File: src/rtl/general_pack.sv
// -----------------------------------------------------------------------------
// general_pack
// Shared types and helpers for the Avalon-ST packetizer slice.
//   avalon_packetizer_sm_t : packetizer control state (IDLE / SEND)
//   empty_width()          : width of the Avalon-ST 'empty' field for a given
//                            stream word width in bytes (never below 1 bit)
// -----------------------------------------------------------------------------
package general_pack;

    typedef enum logic [0:0] {
        IDLE = 1'b0,
        SEND = 1'b1
    } avalon_packetizer_sm_t;

    function automatic int empty_width(input int bytes);
        return (bytes > 1) ? $clog2(bytes) : 1;
    endfunction

endpackage

File: src/rtl/avalon_st_if.sv
// -----------------------------------------------------------------------------
// avalon_st_if
// Avalon-ST framed stream bundle.
//   data  : DATA_WIDTH_IN_BYTES*8 payload word
//   valid : word present
//   sop   : first word of a packet
//   eop   : last word of a packet
//   empty : number of unused low-order bytes on the eop word
//   rdy   : sink accepts the word when valid and rdy are both high
// Modports: master (source side), slave (sink side).
// -----------------------------------------------------------------------------
interface avalon_st_if
    import general_pack::*;
#(
    parameter int DATA_WIDTH_IN_BYTES = 16
);
    localparam int EMPTY_W = empty_width(DATA_WIDTH_IN_BYTES);

    logic [DATA_WIDTH_IN_BYTES*8-1:0] data;
    logic                             valid;
    logic                             sop;
    logic                             eop;
    logic [EMPTY_W-1:0]               empty;
    logic                             rdy;

    modport master (output data, valid, sop, eop, empty, input  rdy);
    modport slave  (input  data, valid, sop, eop, empty, output rdy);

endinterface

File: src/rtl/avalon_empty_masker.sv
// -----------------------------------------------------------------------------
// avalon_empty_masker
// Combinational tail-byte zeroing for the last word of a packet.
//   data   : input word
//   empty  : number of low-order bytes to clear (0 = pass through)
//   masked : data with bytes [empty-1:0] forced to zero, upper bytes unchanged
// -----------------------------------------------------------------------------
module avalon_empty_masker #(
    parameter int DATA_WIDTH_IN_BYTES = 16,
    parameter int EMPTY_W             = 4
) (
    input  logic [DATA_WIDTH_IN_BYTES*8-1:0] data,
    input  logic [EMPTY_W-1:0]               empty,
    output logic [DATA_WIDTH_IN_BYTES*8-1:0] masked
);

    always_comb begin
        for (int i = 0; i < DATA_WIDTH_IN_BYTES; i++) begin
            masked[i*8 +: 8] = (i < int'(empty)) ? 8'h00 : data[i*8 +: 8];
        end
    end

endmodule

File: src/rtl/avalon_packetizer.sv
// -----------------------------------------------------------------------------
// avalon_packetizer
// Frames a raw payload word stream into Avalon-ST packets. A command gives the
// message length in bytes; the block then takes ceil(len/DATA_WIDTH_IN_BYTES)
// payload words and emits them with sop/eop/empty, one register stage deep.
//
// Ports
//   clk, rst       : clock (rising edge), asynchronous active-high reset
//   cmd_valid/rdy  : command handshake, cmd_len = message length in bytes
//   data_in_valid/rdy, data_in : raw payload word handshake
//   msg_out        : avalon_st_if.master framed output
//   zero_len_err   : one-cycle pulse after a zero-length command is accepted
//   msg_cnt        : (only with AVALON_PACKETIZER_STATS_EN) count of accepted
//                    eop words, 32 bits, wrapping
//
// Build option: define AVALON_PACKETIZER_STATS_EN to add msg_cnt.
// -----------------------------------------------------------------------------
module avalon_packetizer #(
    parameter int DATA_WIDTH_IN_BYTES = 16,
    parameter int LEN_WIDTH           = 16
) (
    input  logic                             clk,
    input  logic                             rst,
    input  logic                             cmd_valid,
    input  logic [LEN_WIDTH-1:0]             cmd_len,
    output logic                             cmd_rdy,
    input  logic                             data_in_valid,
    input  logic [DATA_WIDTH_IN_BYTES*8-1:0] data_in,
    output logic                             data_in_rdy,
    avalon_st_if.master                      msg_out,
    output logic                             zero_len_err
`ifdef AVALON_PACKETIZER_STATS_EN
    ,
    output logic [31:0]                      msg_cnt
`endif
);
    import general_pack::*;

    localparam int                   DATA_W  = DATA_WIDTH_IN_BYTES * 8;
    localparam int                   EMPTY_W = empty_width(DATA_WIDTH_IN_BYTES);
    localparam logic [LEN_WIDTH-1:0] BYTES_L = LEN_WIDTH'(DATA_WIDTH_IN_BYTES);
    localparam logic [LEN_WIDTH-1:0] ONE_L   = LEN_WIDTH'(1);

    avalon_packetizer_sm_t state_q, state_d;

    logic [LEN_WIDTH-1:0] len_q;
    logic [LEN_WIDTH-1:0] words_left_q;
    logic [LEN_WIDTH-1:0] words_init;
    logic [LEN_WIDTH-1:0] tail_bytes;
    logic                 first_q;
    logic                 cmd_fire;
    logic                 in_fire;
    logic                 last_word;
    logic [EMPTY_W-1:0]   last_empty;
    logic [EMPTY_W-1:0]   mask_empty;
    logic [DATA_W-1:0]    masked_data;

    logic [DATA_W-1:0]    out_data_q;
    logic                 out_valid_q;
    logic                 out_sop_q;
    logic                 out_eop_q;
    logic [EMPTY_W-1:0]   out_empty_q;

    // Handshakes. The output stage may take a new word whenever it is empty
    // or its current word leaves this cycle.
    assign cmd_rdy     = (state_q == IDLE);
    assign data_in_rdy = (state_q == SEND) && (!out_valid_q || msg_out.rdy);
    assign cmd_fire    = cmd_valid && cmd_rdy;
    assign in_fire     = data_in_valid && data_in_rdy;

    // ceil(cmd_len / bytes) without a wider adder.
    assign words_init = (cmd_len / BYTES_L) + (((cmd_len % BYTES_L) != '0) ? ONE_L : '0);

    // Unused bytes on the eop word, derived from the latched length.
    assign tail_bytes = len_q % BYTES_L;
    assign last_empty = (tail_bytes == '0) ? '0 : EMPTY_W'(BYTES_L - tail_bytes);

    assign last_word  = (words_left_q == ONE_L);
    assign mask_empty = last_word ? last_empty : '0;

    avalon_empty_masker #(
        .DATA_WIDTH_IN_BYTES (DATA_WIDTH_IN_BYTES),
        .EMPTY_W             (EMPTY_W)
    ) u_masker (
        .data   (data_in),
        .empty  (mask_empty),
        .masked (masked_data)
    );

    // NOTE: state registers use non-blocking assignments so every flop samples
    // pre-edge values regardless of process ordering.
    always_ff @(posedge clk or posedge rst) begin
        if (rst) begin
            state_q <= IDLE;
        end else begin
            state_q <= state_d;
        end
    end

    // NOTE: state_d takes a default before the case so no path leaves it
    // unassigned, which would otherwise infer a latch.
    always_comb begin
        state_d = state_q;
        case (state_q)
            IDLE:    if (cmd_fire && (cmd_len != '0)) state_d = SEND;
            SEND:    if (in_fire && last_word)        state_d = IDLE;
            default: state_d = IDLE;
        endcase
    end

    // NOTE: the output data register is reset as well, because the stream
    // must read all-zero while rst is high; it is one word, not a memory.
    always_ff @(posedge clk or posedge rst) begin
        if (rst) begin
            len_q        <= '0;
            words_left_q <= '0;
            first_q      <= 1'b0;
            zero_len_err <= 1'b0;
            out_data_q   <= '0;
            out_valid_q  <= 1'b0;
            out_sop_q    <= 1'b0;
            out_eop_q    <= 1'b0;
            out_empty_q  <= '0;
        end else begin
            zero_len_err <= cmd_fire && (cmd_len == '0);

            if (cmd_fire) begin
                len_q        <= cmd_len;
                words_left_q <= words_init;
                first_q      <= 1'b1;
            end

            // in_fire implies words_left_q >= 1, so the counter cannot wrap.
            if (in_fire) begin
                words_left_q <= words_left_q - ONE_L;
                first_q      <= 1'b0;
                out_data_q   <= masked_data;
                out_valid_q  <= 1'b1;
                out_sop_q    <= first_q;
                out_eop_q    <= last_word;
                out_empty_q  <= mask_empty;
            end else if (msg_out.rdy) begin
                out_valid_q  <= 1'b0;
            end
        end
    end

    assign msg_out.data  = out_data_q;
    assign msg_out.valid = out_valid_q;
    assign msg_out.sop   = out_sop_q;
    assign msg_out.eop   = out_eop_q;
    assign msg_out.empty = out_empty_q;

`ifdef AVALON_PACKETIZER_STATS_EN
    always_ff @(posedge clk or posedge rst) begin
        if (rst) begin
            msg_cnt <= '0;
        end else if (out_valid_q && msg_out.rdy && out_eop_q) begin
            msg_cnt <= msg_cnt + 32'd1;
        end
    end
`endif

endmodule

File: src/flat_wrapper.sv
// flat-port wrapper written by rule: the top's interface ports become plain ports
module avalon_packetizer_flat import general_pack::*;
#(
    parameter int DATA_WIDTH_IN_BYTES = 16,
    parameter int LEN_WIDTH           = 16
)
  (clk, rst, cmd_valid, cmd_len, cmd_rdy, data_in_valid, data_in, data_in_rdy, zero_len_err, msg_out_data, msg_out_valid, msg_out_sop, msg_out_eop, msg_out_empty, msg_out_rdy);
  avalon_st_if #(.DATA_WIDTH_IN_BYTES(DATA_WIDTH_IN_BYTES)) msg_out_i ();
  input  logic clk;
  input  logic rst;
  input  logic cmd_valid;
  input  logic [LEN_WIDTH-1:0] cmd_len;
  output logic cmd_rdy;
  input  logic data_in_valid;
  input  logic [DATA_WIDTH_IN_BYTES*8-1:0] data_in;
  output logic data_in_rdy;
  output logic zero_len_err;
  output wire logic [$bits(msg_out_i.data)-1:0] msg_out_data;
  output wire logic [$bits(msg_out_i.valid)-1:0] msg_out_valid;
  output wire logic [$bits(msg_out_i.sop)-1:0] msg_out_sop;
  output wire logic [$bits(msg_out_i.eop)-1:0] msg_out_eop;
  output wire logic [$bits(msg_out_i.empty)-1:0] msg_out_empty;
  input wire logic [$bits(msg_out_i.rdy)-1:0] msg_out_rdy;
  assign msg_out_data = msg_out_i.data;
  assign msg_out_valid = msg_out_i.valid;
  assign msg_out_sop = msg_out_i.sop;
  assign msg_out_eop = msg_out_i.eop;
  assign msg_out_empty = msg_out_i.empty;
  assign msg_out_i.rdy = msg_out_rdy;
  avalon_packetizer #(.DATA_WIDTH_IN_BYTES(DATA_WIDTH_IN_BYTES), .LEN_WIDTH(LEN_WIDTH)) u_core (.clk(clk), .rst(rst), .cmd_valid(cmd_valid), .cmd_len(cmd_len), .cmd_rdy(cmd_rdy), .data_in_valid(data_in_valid), .data_in(data_in), .data_in_rdy(data_in_rdy), .msg_out(msg_out_i), .zero_len_err(zero_len_err));
endmodule
File: config.mk
export PLATFORM = sky130hd
export DESIGN_NAME = avalon_packetizer_flat
export DESIGN_NICKNAME = d
export VERILOG_FILES = /design/src/rtl/general_pack.sv /design/src/rtl/avalon_st_if.sv /design/src/rtl/avalon_empty_masker.sv /design/src/rtl/avalon_packetizer.sv /design/src/flat_wrapper.sv
export SDC_FILE = /design/constraint.sdc
export NUM_CORES = 1
export LEC_CHECK = 0
export ABC_AREA = 1
export CELL_PAD_IN_SITES_DETAIL_PLACEMENT = 0
export CELL_PAD_IN_SITES_GLOBAL_PLACEMENT = 1
export CORE_UTILIZATION = 30
export CTS_CLUSTER_SIZE = 30
export DETAILED_ROUTE_END_ITERATION = 6
export GPL_TIMING_DRIVEN = 0
export PLACE_DENSITY = 0.89
export SYNTH_ARGS = -nofsm -noshare
export SYNTH_HDL_FRONTEND = slang
export SYNTH_SLANG_ARGS = --single-unit
File: constraint.sdc
create_clock -name clk -period 5.6 [get_ports clk]
set_input_delay 0.56 -clock clk [delete_from_list [all_inputs] [get_ports clk]]
set_output_delay 0.56 -clock clk [all_outputs]
set_load 0.005 [all_outputs]
**Word level (Yosys, flattened, before mapping)**

Index checks and enable logic that the tools add are counted.

- Register bits: 158
- Input port bits: 149

- Add/sub/neg operators: 3
- $lt $le $gt $ge: 15
- Muxes and demuxes: 27
- Reductions and logical operators: 14
- Bitwise logic cells: 1
- Eq/ne operators: 1

Operator list:

| cell | number |
|---|---|
| $mux 8 | 15 |
| $logic_not 16->1 | 2 |
| $mux 16 | 2 |
| $reduce_bool 16->1 | 2 |
| $lt 4x4->1 const A | 7 |
| $add 12x16->16 | 1 |
| $eq 16x1->1 const B | 1 |
| $lt 3x4->1 const A | 4 |
| $sub 16x1->16 const B | 1 |
| $lt 1x4->1 const A | 2 |
| $lt 2x4->1 const A | 2 |
| $mux 4 | 2 |
| $mux 1 | 7 |
| $logic_and 1x1->1 | 6 |
| $reduce_bool 2->1 | 2 |
| $sub 1x4->4 const A | 1 |
| $pmux 1 s2 | 1 |
| $logic_not 1->1 | 1 |
| $logic_or 1x1->1 | 1 |
| $not 1->1 | 1 |

**Logic depth before layout (Yosys ltp)**

Gate-level depths: netlist of the first run.

- Depth in word-level cells: 7
- Mapped depth: 12

**Cells and area by module**

A second synthesis of the first run with hierarchy kept.

- Cells, all modules: 1121
- Area total of the unflattened synthesis: 8008.9 um^2

Modules (own cells, without submodules):

| module | area an instance (um^2) | cells an instance | seq. area each (um^2) | times used |
|---|---|---|---|---|
| avalon_packetizer | 6882.9 | 848 | 3953.8 | 1 |
| avalon_empty_masker | 1126.1 | 273 | 0.0 | 1 |

**Worst setup path after synthesis of the first run**

Ideal clock, no wire load.

- Path type: input -> register
- Start: input port cmd_len[3]
- End: register u_core.words_left_q[12]
- Data required time: 5534 ps
- Library setup time: 66 ps
- Arrival: 1785 ps
- Stages on the path: 12
- Path slack: 3750 ps
- Path through: inv_1 -> nand4_1 -> ha_1 -> ha_1 -> nand3_1 -> nor2_1 -> nand4_1 -> nor2_1 -> nand3_1 -> nand2_1 -> nand2_1 -> nand2_1

- Longest elaborated chain between the ends: 5

RTL lines:

| item | line | RTL |
|---|---|---|
| start: declaration | flat_wrapper.sv:12 | `input logic [LEN_WIDTH-1:0] cmd_len;` |
| $reduce_bool 16->1 | avalon_packetizer.sv:72 | `assign words_init = (cmd_len / BYTES_L) + (((cmd_len % BYTES_L) != '0) ? ONE_L : '0);` |
| $mux 1 | avalon_packetizer.sv:72 |  |
| $add 12x16->16 | avalon_packetizer.sv:72 |  |
| $mux 16 | avalon_packetizer.sv:127 | `if (cmd_fire) begin` |
| $mux 16 | avalon_packetizer.sv:134 | `if (in_fire) begin` |
| end signal: assignment | avalon_packetizer.sv:129 | `words_left_q <= words_init;` |
| end signal: assignment | avalon_packetizer.sv:135 | `words_left_q <= words_left_q - ONE_L;` |
| end: declaration | avalon_packetizer.sv:47 | `logic [LEN_WIDTH-1:0] words_left_q;` |

Every way passes these cells. The select of a mux whose other input is x is not followed.
A chain may end at the register's enable or synchronous reset.

**Final worst setup path of the first run**

- Start: input port cmd_len[2]
- End: register u_core.words_left_q[12]

The elaborated chain is that of the path after synthesis.

==> results of run 1 <==
where the power goes:
part           leakage [µW]  total, µW  switching (µW)  internal, µW
logic               0.00321       1130             525           600
clock network      0.000290       1200             517           679
registers           0.00195       1530             153          1370
layout make-up:
type | instances | area [µm²]
Fill cell | 2360 | 12500
Buffer | 28 | 116
Clock buffer | 18 | 439
Clock inverter | 13 | 154
Tap cell | 319 | 399
Timing Repair Buffer | 287 | 2890
Inverter | 81 | 314
Sequential cell | 158 | 3950
Multi-Input combinational cell | 622 | 2940
final timing paths:
kind,endpoint,cells after the start
max in group asynchronous,u_core.msg_out.data[78]$_DFFE_PP0N_,3
worst min register to register,u_core.msg_out.data[105]$_DFFE_PP0N_,2
min in group asynchronous,u_core.msg_out.data[80]$_DFFE_PP0N_,2
worst min-delay path,u_core.msg_out.data[105]$_DFFE_PP0N_,2
worst max register to register,u_core.words_left_q[1]$_DFFE_PP0P_,6
worst max-delay path,u_core.words_left_q[12]$_DFFE_PP0P_,13
worst register-to-register path, stage by stage (launching register included):
cell	delay (ns)
sky130_fd_sc_hd__dfrtp_1	0.39
sky130_fd_sc_hd__inv_2	0.10
sky130_fd_sc_hd__a21oi_2	0.05
sky130_fd_sc_hd__nand2_1	0.25
sky130_fd_sc_hd__clkbuf_1	0.62
sky130_fd_sc_hd__clkbuf_1	0.48
sky130_fd_sc_hd__o221ai_1	0.17
cell usage in the layout (no fill, tap or decap), drive strengths merged:
cell / synthesis / layout
nand2: 405 / 405
nand3: 41 / 41
o21ai: 67 / 67
o21a: 1 / 1
xor2: 4 / 4
clkbuf: 20 / 38
dfrtp: 158 / 158
buf: 8 / 9
clkinvlp: 0 / 1
a21oi: 13 / 13
nor4: 2 / 2
bufinv: 0 / 2
xnor2: 1 / 1
o22ai: 2 / 2
clkinv: 0 / 4
clkdlybuf4s50: 0 / 286
o221ai: 1 / 1
o211ai: 1 / 1
nand3b: 1 / 1
nand4: 11 / 11
inv: 81 / 87
nor2: 61 / 61
nor3: 3 / 3
a31oi: 3 / 3
ha: 5 / 5
cell families after synthesis:
group | share of synthesized area, %
simple gates | 31.1
buf+inv | 5.78
xor+xnor | 0.598
flops | 54.0
fa+ha+maj | 0.855
compound gates | 7.66
flip-flops by register name, summed over array words and instances, names as in the netlist:
signal / count
u_core.zero_len_err: 1
u_core.msg_out.empty: 4
u_core.state_q: 1
u_core.words_left_q: 16
u_core.len_q: 4
u_core.msg_out.data: 128
u_core.msg_out.eop: 1
u_core.msg_out.valid: 1
u_core.msg_out.sop: 1
u_core.first_q: 1
routing by layer:
layer | wire length [µm] | global-route usage (%) | up-vias
met5 | 0 | 0 | -
met4 | 453 | 6.68 | 0
met3 | 2330 | 6.76 | 27
met2 | 11000 | 32.3 | 249
met1 | 9700 | 22.1 | 3143
li1 | - | - | 3384
stage by stage:
stage | area (µm²) | TNS [ns] | std cells | total power [µW]
finish | 11200 | 0 | 1526 | 3850
global route | 11200 | 0 | 1526 | 4090
CTS | 11200 | 0 | 1526 | 3900
detailed placement | 10600 | 0 | 1495 | 2680
global placement | 10600 | -263.93 | 1494 | 2650
floorplan | 7320 | 0 | 889 | 2020
==> Implementation_results.wiki, run 1 <==
{| class="wikitable"
! Metric !! Value
|-
| DRC violation total after the first TritonRoute iteration || 360
|-
| Final-report hold violation count || 0
|-
| CP cell instances || clkdlybuf4s50_1 -> inv_1 -> nand4_1 -> ha_1 -> ha_1 -> nand3_1 -> nor2_1 -> nand4_1 -> nor2_1 -> nand3_1 -> nand2_1 -> nand2_1 -> nand2_1
|-
| Sequential area share after synthesis || 54.0%
|-
| Netlist Area Pre-Place || 7320 µm²
|-
| Number of ports placed on the die boundary || 287
|-
| Worst Hold Slack || 0.478 ns
|-
| Largest area contributor in the netlist || sky130_fd_sc_hd__dfrtp_1
|-
| DRC viols || 0
|-
| HPWL after detailed placement || 17600 µm
|-
| Yosys warning total || 0
|-
| Starting Density || 30.9%
|-
| Post-place setup slack || 2.77 ns
|-
| Number of buffers inserted for hold repair after clock tree synthesis || 0
|-
| Final number of setup-violating endpoints || 0
|-
| Most instantiated library cell after synthesis || sky130_fd_sc_hd__nand2_1
|-
| Maximum number of pins on one net before global-route repair || 92
|-
| Layout cells sized above 1 || 7.79%
|-
| Final core occ || 47.3%
|-
| Family with the most delay on the worst path || simple AND/OR/NAND/NOR gates
|-
| Prevailing post-synth register cell || sky130_fd_sc_hd__dfrtp_1
|-
| Core ar. || 23700 µm²
|-
| Max Root-Sink Buffers || 2
|-
| Final WL || 23500 µm
|-
| Antenna violation net count after detailed routing || 0
|-
| TritonCTS Buffers || 17
|-
| Data required time of the critical path || 5.95 ns
|-
| Post-layout net count || 1349
|-
| Setup Fix Bufs, Post-CTS || 0
|-
| DIE HEIGHT || 158 µm
|-
| Reg2Reg Setup Slack || 3.39 ns
|-
| Slowest Stage Delay on Critical Path || 0.47 ns
|-
| Critical path startpoint category || input pin
|-
| Number of maximum-capacitance violations || 0
|-
| Number of nets in the synthesized netlist || 1043
|-
| Power Density || 344 nW/µm²
|-
| Count of buffers from port buffering || 286
|-
| Max transition margin || 49.6%
|-
| TritonCTS clock tree || yes
|-
| Overall routing resource usage || 19.0%
|-
| Number of levels in the clock H-tree || 4
|-
| Cell with the most instances on the worst path || sky130_fd_sc_hd__nand2_1
|-
| Highest-delay cell along the critical path || sky130_fd_sc_hd__clkdlybuf4s50_1
|-
| Final weighted congestion in routability-driven placement || 0.796
|-
| Pin slew with the least headroom to its limit || 0.756 ns
|-
| GRT Residual Overflow || 0
|-
| Top cells by area in the synthesized netlist || sky130_fd_sc_hd__dfrtp_1 54%, sky130_fd_sc_hd__nand2_1 20%, sky130_fd_sc_hd__inv_1 3.8%
|-
| Worst reg2reg path startpoint || u_core.state_q$_DFF_PP0_
|-
| Die Width || 158 µm
|-
| Length of the first detailed-routing pass in iterations || 4
|-
| Critical path buffer and inverter count || 2
|-
| Data arrival time of the worst path || 2.73 ns
|-
| Clock Latency Late Sink || 0.42 ns
|-
| Area Overhead vs Synth || 53.2%
|-
| Root buffer selected by CTS || sky130_fd_sc_hd__clkbuf_16
|-
| Via count of the first global-routing pass || 6988
|-
| Maximum frequency from static timing analysis || 422 MHz
|-
| Final cycle utilization of the critical path || 42.3%
|-
| Clock skew after layout || 0.0120 ns
|-
| Post-CTS sizing || 0
|-
| Yosys reg bits || 158
|-
| Number of vias in the routed layout || 6803
|-
| Fraction of registers with async set or reset after synthesis || 100%
|-
| Top cell types by occurrence after synthesis || 399 x sky130_fd_sc_hd__nand2_1, 158 x sky130_fd_sc_hd__dfrtp_1, 74 x sky130_fd_sc_hd__inv_1
|-
| Crit path max fanout || 5
|-
| Total inserted antenna cells || 0
|-
| Global-route wire length before repair || 36300 µm
|-
| Minimum setup slack in the final design || 3.23 ns
|-
| Category of the critical setup timing path || in2reg
|-
| Worst supply voltage drop on vdd || 0.182 mV
|-
| Endpoint class of the critical path || flop
|-
| Number of standard-cell rows in the floorplan || 56
|-
| Routed len/inst || 15.4 µm
|-
| Number of flops mapped to enable cells by yosys || 0
|-
| Number of antenna violations at the first check in global routing || 0
|-
| Beginning of the worst hold path || u_core.msg_out.data[105]$_DFFE_PP0N_
|-
| Clock edge transition at the registers on the reported setup and hold paths || 0.06 ns
|-
| Post-synth cell types || 37
|-
| Status || finished clean
|-
| Sinks on Clock Net || 158
|-
| Number of standard cells after synthesis || 889
|-
| Area share of the leading cell type in the synthesized netlist || 54.0%
|-
| Synthesized area per cell || 8.23 µm²
|-
| Total Die Area || 25000 µm²
|-
| Number of vias per cell after detailed routing || 4.46
|-
| RSZ-0062 raised after global routing || false
|-
| CP startpoint || cmd_len[2]
|-
| Class of the most critical hold timing path || reg2reg
|-
| Crit path time final || 2.37 ns
|-
| Leak pwr || 0.00545 µW
|-
| Max-slew violation count || 0
|}
No activity file was read; power rests on OpenSTA's default activity.
==> run 2: changes to the inputs <==
--- a/config.mk
+++ b/config.mk
@@ -8,11 +8,11 @@
 export ABC_AREA = 1
 export CELL_PAD_IN_SITES_DETAIL_PLACEMENT = 0
 export CELL_PAD_IN_SITES_GLOBAL_PLACEMENT = 1
-export CORE_UTILIZATION = 30
+export CORE_UTILIZATION = 28
 export CTS_CLUSTER_SIZE = 30
 export DETAILED_ROUTE_END_ITERATION = 6
 export GPL_TIMING_DRIVEN = 0
-export PLACE_DENSITY = 0.89
+export PLACE_DENSITY = 0.87
 export SYNTH_ARGS = -nofsm -noshare
 export SYNTH_HDL_FRONTEND = slang
 export SYNTH_SLANG_ARGS = --single-unit
==> constraint.sdc (replaced) <==
create_clock -name clk -period 2.1 [get_ports clk]
set_input_delay 0.21 -clock clk [delete_from_list [all_inputs] [get_ports clk]]
set_output_delay 0.21 -clock clk [all_outputs]
set_load 0.005 [all_outputs]
==> Implementation_results.wiki, run 2 (synthesis gave the netlist of run 1 again) <==
{| class="wikitable"
! Metric !! Value
|-
| Max transition margin || 50.7%
|-
| Power Density || 892 nW/µm²
|-
| Final cycle utilization of the critical path || 94.3%
|-
| Max-slew violation count || 0
|-
| Endpoint class of the critical path || flop
|-
| Post-layout net count || 1355
|-
| Highest-delay cell along the critical path || sky130_fd_sc_hd__clkbuf_1
|-
| Clock Latency Late Sink || 0.42 ns
|-
| Category of the critical setup timing path || reg2reg
|-
| Crit path time final || 1.98 ns
|-
| Cells on worst reg2reg path || 7
|-
| Final Total Pwr || 10100 µW
|-
| Slowest Stage Delay on Critical Path || 0.46 ns
|-
| HPWL after detailed placement || 18000 µm
|-
| Count of buffers from port buffering || 286
|-
| Most common cell after layout, fill and taps aside || sky130_fd_sc_hd__nand2_1
|-
| Antenna violation net count after detailed routing || 0
|-
| Total inserted antenna cells || 0
|-
| Total Die Area || 26800 µm²
|-
| Status || finished clean
|-
| Crit path max fanout || 10
|-
| Number of vias in the routed layout || 6897
|-
| Routed len/inst || 15.3 µm
|-
| Data required time of the critical path || 2.43 ns
|-
| Number of vias per cell after detailed routing || 4.47
|-
| Critical path startpoint category || flop
|-
| DRC viols || 0
|-
| Max Root-Sink Buffers || 2
|-
| Maximum number of pins on one net before global-route repair || 40
|-
| Minimum setup slack in the final design || 0.119 ns
|-
| DIE HEIGHT || 164 µm
|-
| TritonCTS clock tree || yes
|-
| Number of maximum-capacitance violations || 0
|-
| TritonCTS Buffers || 17
|-
| Starting Density || 28.8%
|-
| Worst Hold Slack || 0.273 ns
|-
| Number of standard-cell rows in the floorplan || 58
|-
| RSZ-0062 raised after global routing || false
|-
| Placed cell count || 1509
|-
| Die Width || 164 µm
|-
| DRC violation total after the first TritonRoute iteration || 312
|-
| Final weighted congestion in routability-driven placement || 0.818
|-
| Family with the most delay on the worst path || buffers and inverters
|-
| Leak pwr || 0.00548 µW
|-
| Root buffer selected by CTS || sky130_fd_sc_hd__clkbuf_16
|-
| Pin slew with the least headroom to its limit || 0.739 ns
|-
| Number of antenna violations at the first check in global routing || 0
|-
| Layout Cells excl Fill || 1544
|-
| Core ar. || 25400 µm²
|-
| Layout cells sized above 1 || 8.98%
|-
| CP cell instances || inv_2 -> a21oi_2 -> nand2_1 -> clkbuf_2 -> clkbuf_1 -> nand2_1 -> o21ai_1
|-
| Clock skew after layout || 0.0118 ns
|-
| Data arrival time of the worst path || 2.32 ns
|-
| Final number of setup-violating endpoints || 0
|-
| Class of the most critical hold timing path || in2async
|-
| Cell with the most instances on the worst path || sky130_fd_sc_hd__nand2_1
|-
| Critical path buffer and inverter count || 3
|-
| Via count of the first global-routing pass || 7018
|-
| Clock edge transition at the registers on the reported setup and hold paths || 0.07 ns
|-
| Most used cells in the layout excluding fill and tap cells || 398 x sky130_fd_sc_hd__nand2_1, 286 x sky130_fd_sc_hd__clkdlybuf4s50_1, 158 x sky130_fd_sc_hd__dfrtp_1, 73 x sky130_fd_sc_hd__inv_1, 45 x sky130_fd_sc_hd__nor2_1
|-
| Final WL || 23600 µm
|-
| GRT Residual Overflow || 0
|-
| Length of the first detailed-routing pass in iterations || 4
|-
| Maximum frequency from static timing analysis || 505 MHz
|-
| Number of levels in the clock H-tree || 4
|-
| Number of flip-flops in the largest register || 128
|-
| Overall routing resource usage || 17.9%
|-
| Critical path depth in cells || 7
|-
| Post-place setup slack || -0.451 ns
|-
| Number of ports placed on the die boundary || 287
|-
| Sinks on Clock Net || 158
|-
| Global-route wire length before repair || 36700 µm
|-
| Area Overhead vs Synth || 54.2%
|-
| Area post-placement || 10700 µm²
|-
| Number of buffers inserted for hold repair after clock tree synthesis || 0
|-
| Final-report hold violation count || 0
|-
| Area of all placed cells without fillers || 11300 µm²
|-
| Worst supply voltage drop on vdd || 0.429 mV
|}
## run 2: cell count changes in the layout (fill, tap and decap cells not counted), sizes merged
| cell | change |
|---|---|
| buf | +4 |
| clkbuf | +3 |
| clkinvlp | +3 |
| bufinv | -2 |
| inv | -1 |
## run 2: cell type report
cell class                      instances  area (µm²)
Fill cell                            2519       14100
Sequential cell                       158        3950
Timing Repair Buffer                  293        2980
Multi-Input combinational cell        622        2950
Clock buffer                           19         443
Tap cell                              330         413
Inverter                               81         310
Buffer                                 28         128
Clock inverter                         13         105
## run 2: final timing paths
kind / slack [ns] / start / to
max: 0.12 / u_core.state_q$_DFF_PP0_ / u_core.msg_out.data[74]$_DFFE_PP0N_
min: 0.27 / rst / u_core.msg_out.data[106]$_DFFE_PP0N_
max reg2reg: 0.12 / u_core.state_q$_DFF_PP0_ / u_core.msg_out.data[74]$_DFFE_PP0N_
min reg2reg: 0.48 / u_core.msg_out.data[96]$_DFFE_PP0N_ / u_core.msg_out.data[96]$_DFFE_PP0N_
max in group asynchronous: 0.95 / rst / u_core.msg_out.data[67]$_DFFE_PP0N_
min in group clk: 0.32 / data_in[44] / u_core.msg_out.data[44]$_DFFE_PP0N_
## run 2: what timing repair did
action	CTS	global route
cloned	0	0
buffers inserted	0	3
endpoints found under the setup margin	85	86
resized for setup	1	15
pin swaps	0	2
## run 2: metal layers
layer,track usage (%),part of all wire [%]
met5,0,0
met4,5.81,1.7
met3,5.97,8.8
met2,30.3,47
met1,21.3,43
## run 2: power by group
part | internal (µW) | switching, µW | leakage (µW)
clock network | 1570 | 1370 | 0.000263
registers | 3670 | 412 | 0.00195
logic | 1630 | 1420 | 0.00327
total | 6870 | 3190 | 0.00548
## run 2: metrics by stage
step           utilization (%)  TNS (ns)
2_1_floorplan                -    -17.52
3_3_place_gp              41.7   -300.90
3_5_place_dp              42.0    -35.39
4_1_cts                   44.2         0
5_1_grt                   44.4         0
6_report                  44.4         0
